`src/rtl/mult9x9_sched_pkg.sv`:
```
// Shared widths and record types for the MULT9X9 round-robin scheduler and its response FIFO.
package mult9x9_sched_pkg;

  localparam int MULT_IN_W  = 9;
  localparam int MULT_OUT_W = 18;
  localparam int ID_W       = 3;
  localparam int RSP_W      = ID_W + MULT_OUT_W;

  typedef struct packed {
    logic            v;
    logic [ID_W-1:0] id;
  } tag_t;

  typedef struct packed {
    logic [ID_W-1:0]       id;
    logic [MULT_OUT_W-1:0] data;
  } rsp_t;

endpackage

```
`src/rtl/mult9x9_rsp_fifo.sv`:
```
// Show-ahead synchronous FIFO of tagged products; head is valid whenever empty is low.
module mult9x9_rsp_fifo
  import mult9x9_sched_pkg::*;
#(
  parameter int DEPTH = 4
) (
  input  logic                   clk,
  input  logic                   reset_n,
  input  logic                   flush,
  input  logic                   push,
  input  logic [RSP_W-1:0]       push_data,
  input  logic                   pop,
  output logic [RSP_W-1:0]       head,
  output logic                   empty,
  output logic [$clog2(DEPTH):0] count
);

  localparam int AW = (DEPTH > 1) ? $clog2(DEPTH) : 1;
  localparam int CW = $clog2(DEPTH) + 1;

  rsp_t          mem [DEPTH];
  logic [AW-1:0] wr_ptr_q, wr_ptr_d;
  logic [AW-1:0] rd_ptr_q, rd_ptr_d;
  logic [CW-1:0] count_q, count_d;
  logic          do_push, do_pop, full;

  assign empty = (count_q == '0);
  assign full  = (count_q == CW'(DEPTH));
  assign count = count_q;
  assign head  = mem[rd_ptr_q];

  always_comb begin
    do_push  = push && !flush;
    do_pop   = pop && !empty && !flush;
    wr_ptr_d = wr_ptr_q;
    rd_ptr_d = rd_ptr_q;
    count_d  = count_q;
    if (do_push) wr_ptr_d = (wr_ptr_q == AW'(DEPTH - 1)) ? '0 : wr_ptr_q + AW'(1);
    if (do_pop)  rd_ptr_d = (rd_ptr_q == AW'(DEPTH - 1)) ? '0 : rd_ptr_q + AW'(1);
    case ({do_push, do_pop})
      2'b10:   count_d = count_q + CW'(1);
      2'b01:   count_d = count_q - CW'(1);
      default: count_d = count_q;
    endcase
    if (flush) begin
      wr_ptr_d = '0;
      rd_ptr_d = '0;
      count_d  = '0;
    end
  end

  always_ff @(posedge clk or negedge reset_n) begin
    if (!reset_n) begin
      wr_ptr_q <= '0;
      rd_ptr_q <= '0;
      count_q  <= '0;
    end else begin
      wr_ptr_q <= wr_ptr_d;
      rd_ptr_q <= rd_ptr_d;
      count_q  <= count_d;
    end
  end

  // Storage carries no reset; stale entries are never visible because the pointers are.
  always_ff @(posedge clk) begin
    if (do_push) mem[wr_ptr_q] <= push_data;
  end

  // The upstream credit scheme must never let a product arrive with no room for it.
  no_push_when_full: assert property (@(posedge clk) disable iff (!reset_n) push |-> !full);

endmodule

```
`src/rtl/mult9x9_rr_sched.sv`:
```
// Round-robin sharing of one MULT9X9 among NREQ requesters with credit-gated issue and tagged responses.
// Optional statistics counters are enabled by defining MULT9X9_SCHED_STATS_EN.
module mult9x9_rr_sched
  import mult9x9_sched_pkg::*;
#(
  parameter int NREQ       = 4,
  parameter int LATENCY    = 2,
  parameter int FIFO_DEPTH = 4
) (
  input  logic                        clk,
  input  logic                        reset_n,
  input  logic                        flush,
  input  logic [NREQ-1:0]             req_valid,
  input  logic [MULT_IN_W*NREQ-1:0]   req_a,
  input  logic [MULT_IN_W*NREQ-1:0]   req_b,
  output logic [NREQ-1:0]             req_ready,
  output logic [MULT_IN_W-1:0]        mult_a,
  output logic [MULT_IN_W-1:0]        mult_b,
  output logic                        mult_reset,
  input  logic [MULT_OUT_W-1:0]       mult_dout,
  output logic                        rsp_valid,
  input  logic                        rsp_ready,
  output logic [$clog2(NREQ)-1:0]     rsp_id,
  output logic [MULT_OUT_W-1:0]       rsp_data
`ifdef MULT9X9_SCHED_STATS_EN
  ,
  output logic [31:0]                 stat_issue,
  output logic [31:0]                 stat_stall
`endif
);

  localparam int IDW = $clog2(NREQ);
  localparam int IW1 = IDW + 1;
  localparam int CW  = $clog2(FIFO_DEPTH) + 1;

  logic [MULT_IN_W-1:0] op_a [NREQ];
  logic [MULT_IN_W-1:0] op_b [NREQ];

  logic [IDW-1:0]    ptr_q, ptr_d, grant;
  logic [2*NREQ-1:0] dbl_req;
  logic [NREQ-1:0]   rot_req;
  logic [IW1-1:0]    g_off, g_sum;
  logic              started_q;
  tag_t              tag_q [LATENCY];
  tag_t              tag_d [LATENCY];
  int                inflight;
  logic              has_credit, issue;

  logic [CW-1:0]     fifo_count;
  logic              fifo_empty, push, pop;
  rsp_t              push_data, head;
  logic              unused_head_id;

  for (genvar gi = 0; gi < NREQ; gi++) begin : g_ops
    assign op_a[gi] = req_a[MULT_IN_W*gi +: MULT_IN_W];
    assign op_b[gi] = req_b[MULT_IN_W*gi +: MULT_IN_W];
  end

  // Rotate the request vector so index 0 is ptr, pick the lowest set bit, then un-rotate.
  always_comb begin
    dbl_req = {req_valid, req_valid} >> ptr_q;
    rot_req = dbl_req[NREQ-1:0];
    g_off   = '0;
    for (int k = NREQ - 1; k >= 0; k--) begin
      if (rot_req[k]) g_off = IW1'(k);
    end
    g_sum = {1'b0, ptr_q} + g_off;
    grant = (g_sum >= IW1'(NREQ)) ? IDW'(g_sum - IW1'(NREQ)) : g_sum[IDW-1:0];
  end

  always_comb begin
    inflight = 0;
    for (int s = 0; s < LATENCY; s++) inflight += int'(tag_q[s].v);
    has_credit = (int'(fifo_count) + inflight) < FIFO_DEPTH;
    issue      = started_q && (|req_valid) && has_credit && !flush;
    req_ready  = '0;
    mult_a     = '0;
    mult_b     = '0;
    if (issue) begin
      req_ready[grant] = 1'b1;
      mult_a           = op_a[grant];
      mult_b           = op_b[grant];
    end
  end

  always_comb begin
    ptr_d = ptr_q;
    if (flush)      ptr_d = '0;
    else if (issue) ptr_d = (grant == IDW'(NREQ - 1)) ? '0 : grant + IDW'(1);
    tag_d[0].v  = issue;
    tag_d[0].id = ID_W'(grant);
    for (int s = 1; s < LATENCY; s++) tag_d[s] = tag_q[s-1];
    if (flush) begin
      for (int s = 0; s < LATENCY; s++) tag_d[s] = '0;
    end
  end

  // started_q keeps the first cycle after reset release from accepting anything.
  always_ff @(posedge clk or negedge reset_n) begin
    if (!reset_n) begin
      started_q <= 1'b0;
      ptr_q     <= '0;
      for (int s = 0; s < LATENCY; s++) tag_q[s] <= '0;
    end else begin
      started_q <= 1'b1;
      ptr_q     <= ptr_d;
      tag_q     <= tag_d;
    end
  end

  assign push           = tag_q[LATENCY-1].v;
  assign push_data.id   = tag_q[LATENCY-1].id;
  assign push_data.data = mult_dout;
  assign pop            = rsp_valid && rsp_ready;

  mult9x9_rsp_fifo #(
    .DEPTH(FIFO_DEPTH)
  ) u_fifo (
    .clk       (clk),
    .reset_n   (reset_n),
    .flush     (flush),
    .push      (push),
    .push_data (push_data),
    .pop       (pop),
    .head      (head),
    .empty     (fifo_empty),
    .count     (fifo_count)
  );

  assign mult_reset     = flush;
  assign rsp_valid      = !fifo_empty;
  assign rsp_id         = fifo_empty ? '0 : head.id[IDW-1:0];
  assign rsp_data       = fifo_empty ? '0 : head.data;
  assign unused_head_id = ^head.id;

`ifdef MULT9X9_SCHED_STATS_EN
  logic [31:0] stat_issue_q, stat_issue_d;
  logic [31:0] stat_stall_q, stat_stall_d;

  always_comb begin
    stat_issue_d = stat_issue_q + 32'(issue);
    stat_stall_d = stat_stall_q + 32'((|req_valid) && !issue && !flush);
    if (flush) begin
      stat_issue_d = '0;
      stat_stall_d = '0;
    end
  end

  always_ff @(posedge clk or negedge reset_n) begin
    if (!reset_n) begin
      stat_issue_q <= '0;
      stat_stall_q <= '0;
    end else begin
      stat_issue_q <= stat_issue_d;
      stat_stall_q <= stat_stall_d;
    end
  end

  assign stat_issue = stat_issue_q;
  assign stat_stall = stat_stall_q;
`endif

endmodule

```
`config.mk`:
```
export PLATFORM = sky130hd
export DESIGN_NAME = mult9x9_rr_sched
export DESIGN_NICKNAME = d
export VERILOG_FILES = /design/src/rtl/mult9x9_sched_pkg.sv /design/src/rtl/mult9x9_rsp_fifo.sv /design/src/rtl/mult9x9_rr_sched.sv
export SDC_FILE = /design/constraint.sdc
export NUM_CORES = 1
export LEC_CHECK = 0
export CORE_ASPECT_RATIO = 0.6
export CORE_MARGIN = 2
export CORE_UTILIZATION = 40
export DETAILED_ROUTE_END_ITERATION = 7
export PLACE_DENSITY = 0.78
export SLEW_MARGIN = 25
export SYNTH_ARGS = -nofsm -noshare
export SYNTH_HDL_FRONTEND = slang
export SYNTH_SLANG_ARGS = --single-unit
```
`constraint.sdc`:
```
create_clock -name clk -period 4.32 [get_ports clk]
set_input_delay 0.864 -clock clk [delete_from_list [all_inputs] [get_ports clk]]
set_output_delay 0.864 -clock clk [all_outputs]
set_load 0.005 [all_outputs]
```
==> results.md <==
- Outcome: complete, no violations
- Multi-input gate area: 2156 sq um
- Die Wd: 148.5 um
- Simple-Gate Fraction of Synth Area: a little over a tenth
- Worst Path Max Fanout: 12
- Antenna viol nets, final: 0
- Num CTS Buffers: 9
- CP startpoint: req_valid[2]
- H-tree depth: 3
- Pint: ~2700 uW
- Hold WS: ~0.49 ns
- Root Driver: clkbuf_16
- Dominant cell by count in the synthesized netlist: edfxtp_1
- Post-DP HPWL: 8.842 mm
- Nets: 653
- Synth Instances: between 300 and 400
- Worst EP required: 3.46 ns
- Num rows: 31
- Setup WS post-layout: 0.2594 ns
- Top-level I/O count: about 140
- Starting Density: 41.27%
- I/O Buffers: roughly 140
- Reg2reg start: ptr_q[0]
- Die area: 13,460 sq um
- Clock Sinks: 96
- Fillers: roughly 920
- Final setup vio count: 0
- Synth top area share: 47.95%
- Max Clk Rate: 246.3 MHz
- Largest family of logic cells by synthesized area: multiplexers
- CTS tree: yes
- CTS Buffer Depth: 2
- Final min period: 4.061 ns
- # hold bufs at CTS: 0
- Number of synthesized flops with an enable pin: 80
- Top FF cell, synth: edfxtp_1
- Synth top area cells: edfxtp_1 (48%), mux4_2 (9.0%), dfrtp_1 (8.0%), mux2_2 (7.6%), o21ai_0 (3.6%)
- Pwr Density: 540.6 nW/um^2
- Register Area: 2803 sq um
- Clk_skew: 0.004576 ns
- Sw frac: slightly above 30%
- Mapped Avg Cell Area: 13.29 sq um
- XOR/XNOR Fraction of Synth Area: 1.224%
- Syn Nets: 485
- Total number of yosys warnings: 0
- Via count: ~3.7k
- Initial antenna violation count: 0
- Netlist area before placement: approximately 5000 sq um
- Sw Pwr: 1213 uW
- Clk pwr share: between 20% and 30%
- Synth-to-Final Area Change: 45.18%
- Initial drt markers: around 230
- RSZ-0062 raised after global routing: no
- Post-synth cell types: between 40 and 50
- Worst Path Arrival: between 3 and 4 ns
- Layout cell share with drive strength beyond 1: approximately 25%
- Leak: 0.002682 uW
- Core box area: 12,140 sq um
- R2R setup slack: ~1.9 ns
- First-pass GRT wire length: roughly 19 mm
- Reg2reg path depth: 11
- Drc violations: 0
- Peak VDD IR: 0.3035 mV
- Die span in y: 90.69 um
- Worst setup path class: in2out
- Seq/Total Area, Yosys: 55.94%
- Max Cap Viol: 0
- Hold Vio Cnt, Final: 0
- Worst Setup EP: mult_a[5]
- Routed WL: 12.72 mm
- GRT Resource Usage Total: 18.59%
- Hold Crit Start: tag_q[4]
- Initial DRT Pass Iterations: 4
- Fraction of registers with async set/reset: 16.67%
- Tcrit/Tclk final: 94.00%
- Post-Synth Adder-Cell Area: 2.647%
- Worst-Skew Late Latency: 0.33 ns
- Pre-CTS WS: -0.2042 ns
- Fin. max-slew vios: 0
- Flop pwr share: just under 30%
- Synthesis-stage register bit count: 96
- Worst Setup End Kind: output pin
- Worst Max-Slew Pin Slew: 1.020 ns
- Post-synth top cells: edfxtp_1 (80), nor2_1 (48), o21ai_0 (36), mux2_2 (34), nor2b_1 (26)
- Hold Path Class: reg2reg
- Grt total ovfl: 0
- Fraction of synthesized area in multiplexers: 18.83%
- CTS clock-pin slew for the worst setup and hold paths: 0.06 ns
- CP Launch Type: primary input
- Antenna diode count: 0
- Routed WL per cell: 17.81 um
- Routability cong.: 0.9110
- Slew headroom: a little under a third
- Compound-Gate Fraction of Synth Area: roughly 7.4%
- Largest area contributor in the netlist: edfxtp_1
- Critical R2R Capture: ptr_q[1]
- Vias in the first global route: about 3.7k
- Via-to-Cell Ratio: around 5
- Comb pwr share: 49.8%
- Largest net degree at the start of global routing: 35
==> sequential cells by signal, indices dropped and copies added, names as in the netlist <==
register         count
u_fifo.mem          80
tag_q                3
u_fifo.count         3
ptr_q                2
push_data            2
u_fifo.rd_ptr_q      2
u_fifo.wr_ptr_q      2
push                 1
started_q            1
==> critical path: stages <==
cell and delay [ns]:
dlygate4sd2_1 0.30, nand2_1 0.08, o22ai_1 0.08, o21ai_1 0.16, o221ai_2 0.14, ha_4 0.30
buf_4 0.13, buf_16 0.14, buf_4 0.12, mux2_2 0.33, o21ai_0 0.15, o22ai_1 0.10
dlygate4sd2_1 0.27
==> cells in the final DEF (no fill, tap or decap), types with 2 or more instances in the layout <==
cell type / netlist / layout
buf_12: 0 / 4
nor3_1: 6 / 5
inv_1: 7 / 5
clkinvlp_4: 0 / 2
o21ai_0: 36 / 16
ha_1: 9 / 8
inv_2: 0 / 2
nand2_1: 4 / 4
bufinv_16: 0 / 2
dlymetal6s2s_1: 0 / 3
nand3_1: 3 / 2
edfxtp_1: 80 / 80
nor2_2: 1 / 4
mux2_4: 2 / 6
buf_4: 1 / 34
clkbuf_16: 0 / 9
dlygate4sd2_1: 0 / 19
o21ai_2: 0 / 6
and2b_1: 2 / 2
nor2_1: 48 / 44
inv_6: 0 / 2
mux2_2: 34 / 30
dfrtp_1: 16 / 16
mux4_2: 20 / 20
mux2i_1: 8 / 8
clkdlybuf4s50_1: 0 / 118
a21oi_1: 3 / 3
nor2b_1: 26 / 26
and2_1: 6 / 6
o21ai_1: 2 / 16
nor3b_1: 3 / 3
o22ai_1: 18 / 17
nand2b_1: 2 / 2
==> per-layer routing <==
metal	GRT usage (%)	part of all wire (%)	vias up
li1	-	-	1747
met1	26.95	47	1834
met2	29.51	49	76
met3	3.131	2.7	14
met4	4.048	1.1	0
met5	0	0	-
==> metrics by stage <==
step	cell area (sq um)	setup TNS [ns]	utilization, %	instances	total power (uW)
after floorplan	5010	0	-	377	2112
after global placement	6730	-1.503	55.44	683	2752
after detailed placement	6730	-3.268	55.44	683	2783
after CTS	7131	-0.08611	58.73	707	3790
after global routing	7273	0	59.91	714	4138
final	7273	0	59.91	714	3932
==> worst min path at each step <==
| stage | endpoint | slack, ns | depth (start not counted) |
|---|---|---|---|
| 2_1_floorplan | push_data[18] | 0.44 | 1 |
| 3_3_place_gp | push_data[19] | 0.47 | 1 |
| 3_5_place_dp | push_data[19] | 0.48 | 1 |
| 4_1_cts | push_data[19] | 0.50 | 1 |
| 5_1_grt | push_data[18] | 0.52 | 1 |
| 6_report | push_data[18] | 0.49 | 1 |
==> final cells by class <==
cell class | count | share of cell area (%)
Inverter | 7 | 0.3613
Multi-Input combinational cell | 250 | 29.64
Sequential cell | 96 | 38.53
Clock inverter | 6 | 1.273
Timing Repair Buffer | 181 | 24.26
Clock buffer | 9 | 3.097
Tap cell | 165 | 2.838
==> power by group through the flow <==
stage | clock [uW] | combinational [uW] | sequential, uW
after floorplan | 0 | 1010 | 1100
after global placement | 0 | 1600 | 1150
after CTS | 855 | 1800 | 1140
after global routing | 897 | 2090 | 1150
final | 833 | 1960 | 1140
after detailed placement | 0 | 1630 | 1160
==> logic make-up (layout without fill, tap and decap cells) <==
group,count (synthesis),after routing
simple gates,108,108
flops,96,96
mux,64,64
compound gates,63,63
buf+inv,31,203
fa+ha+maj,10,10
xor+xnor,4,4
other cells,1,1
==> what timing repair did <==
| item | 4_1_cts | 5_1_grt |
|---|---|---|
| setup buffers | 8 | 7 |
| setup endpoints to repair | 22 | 18 |
| gates cloned | 1 | 0 |
| resized for setup | 38 | 33 |
| pin swaps | 2 | 3 |
Power figures use the tool's default switching activity.
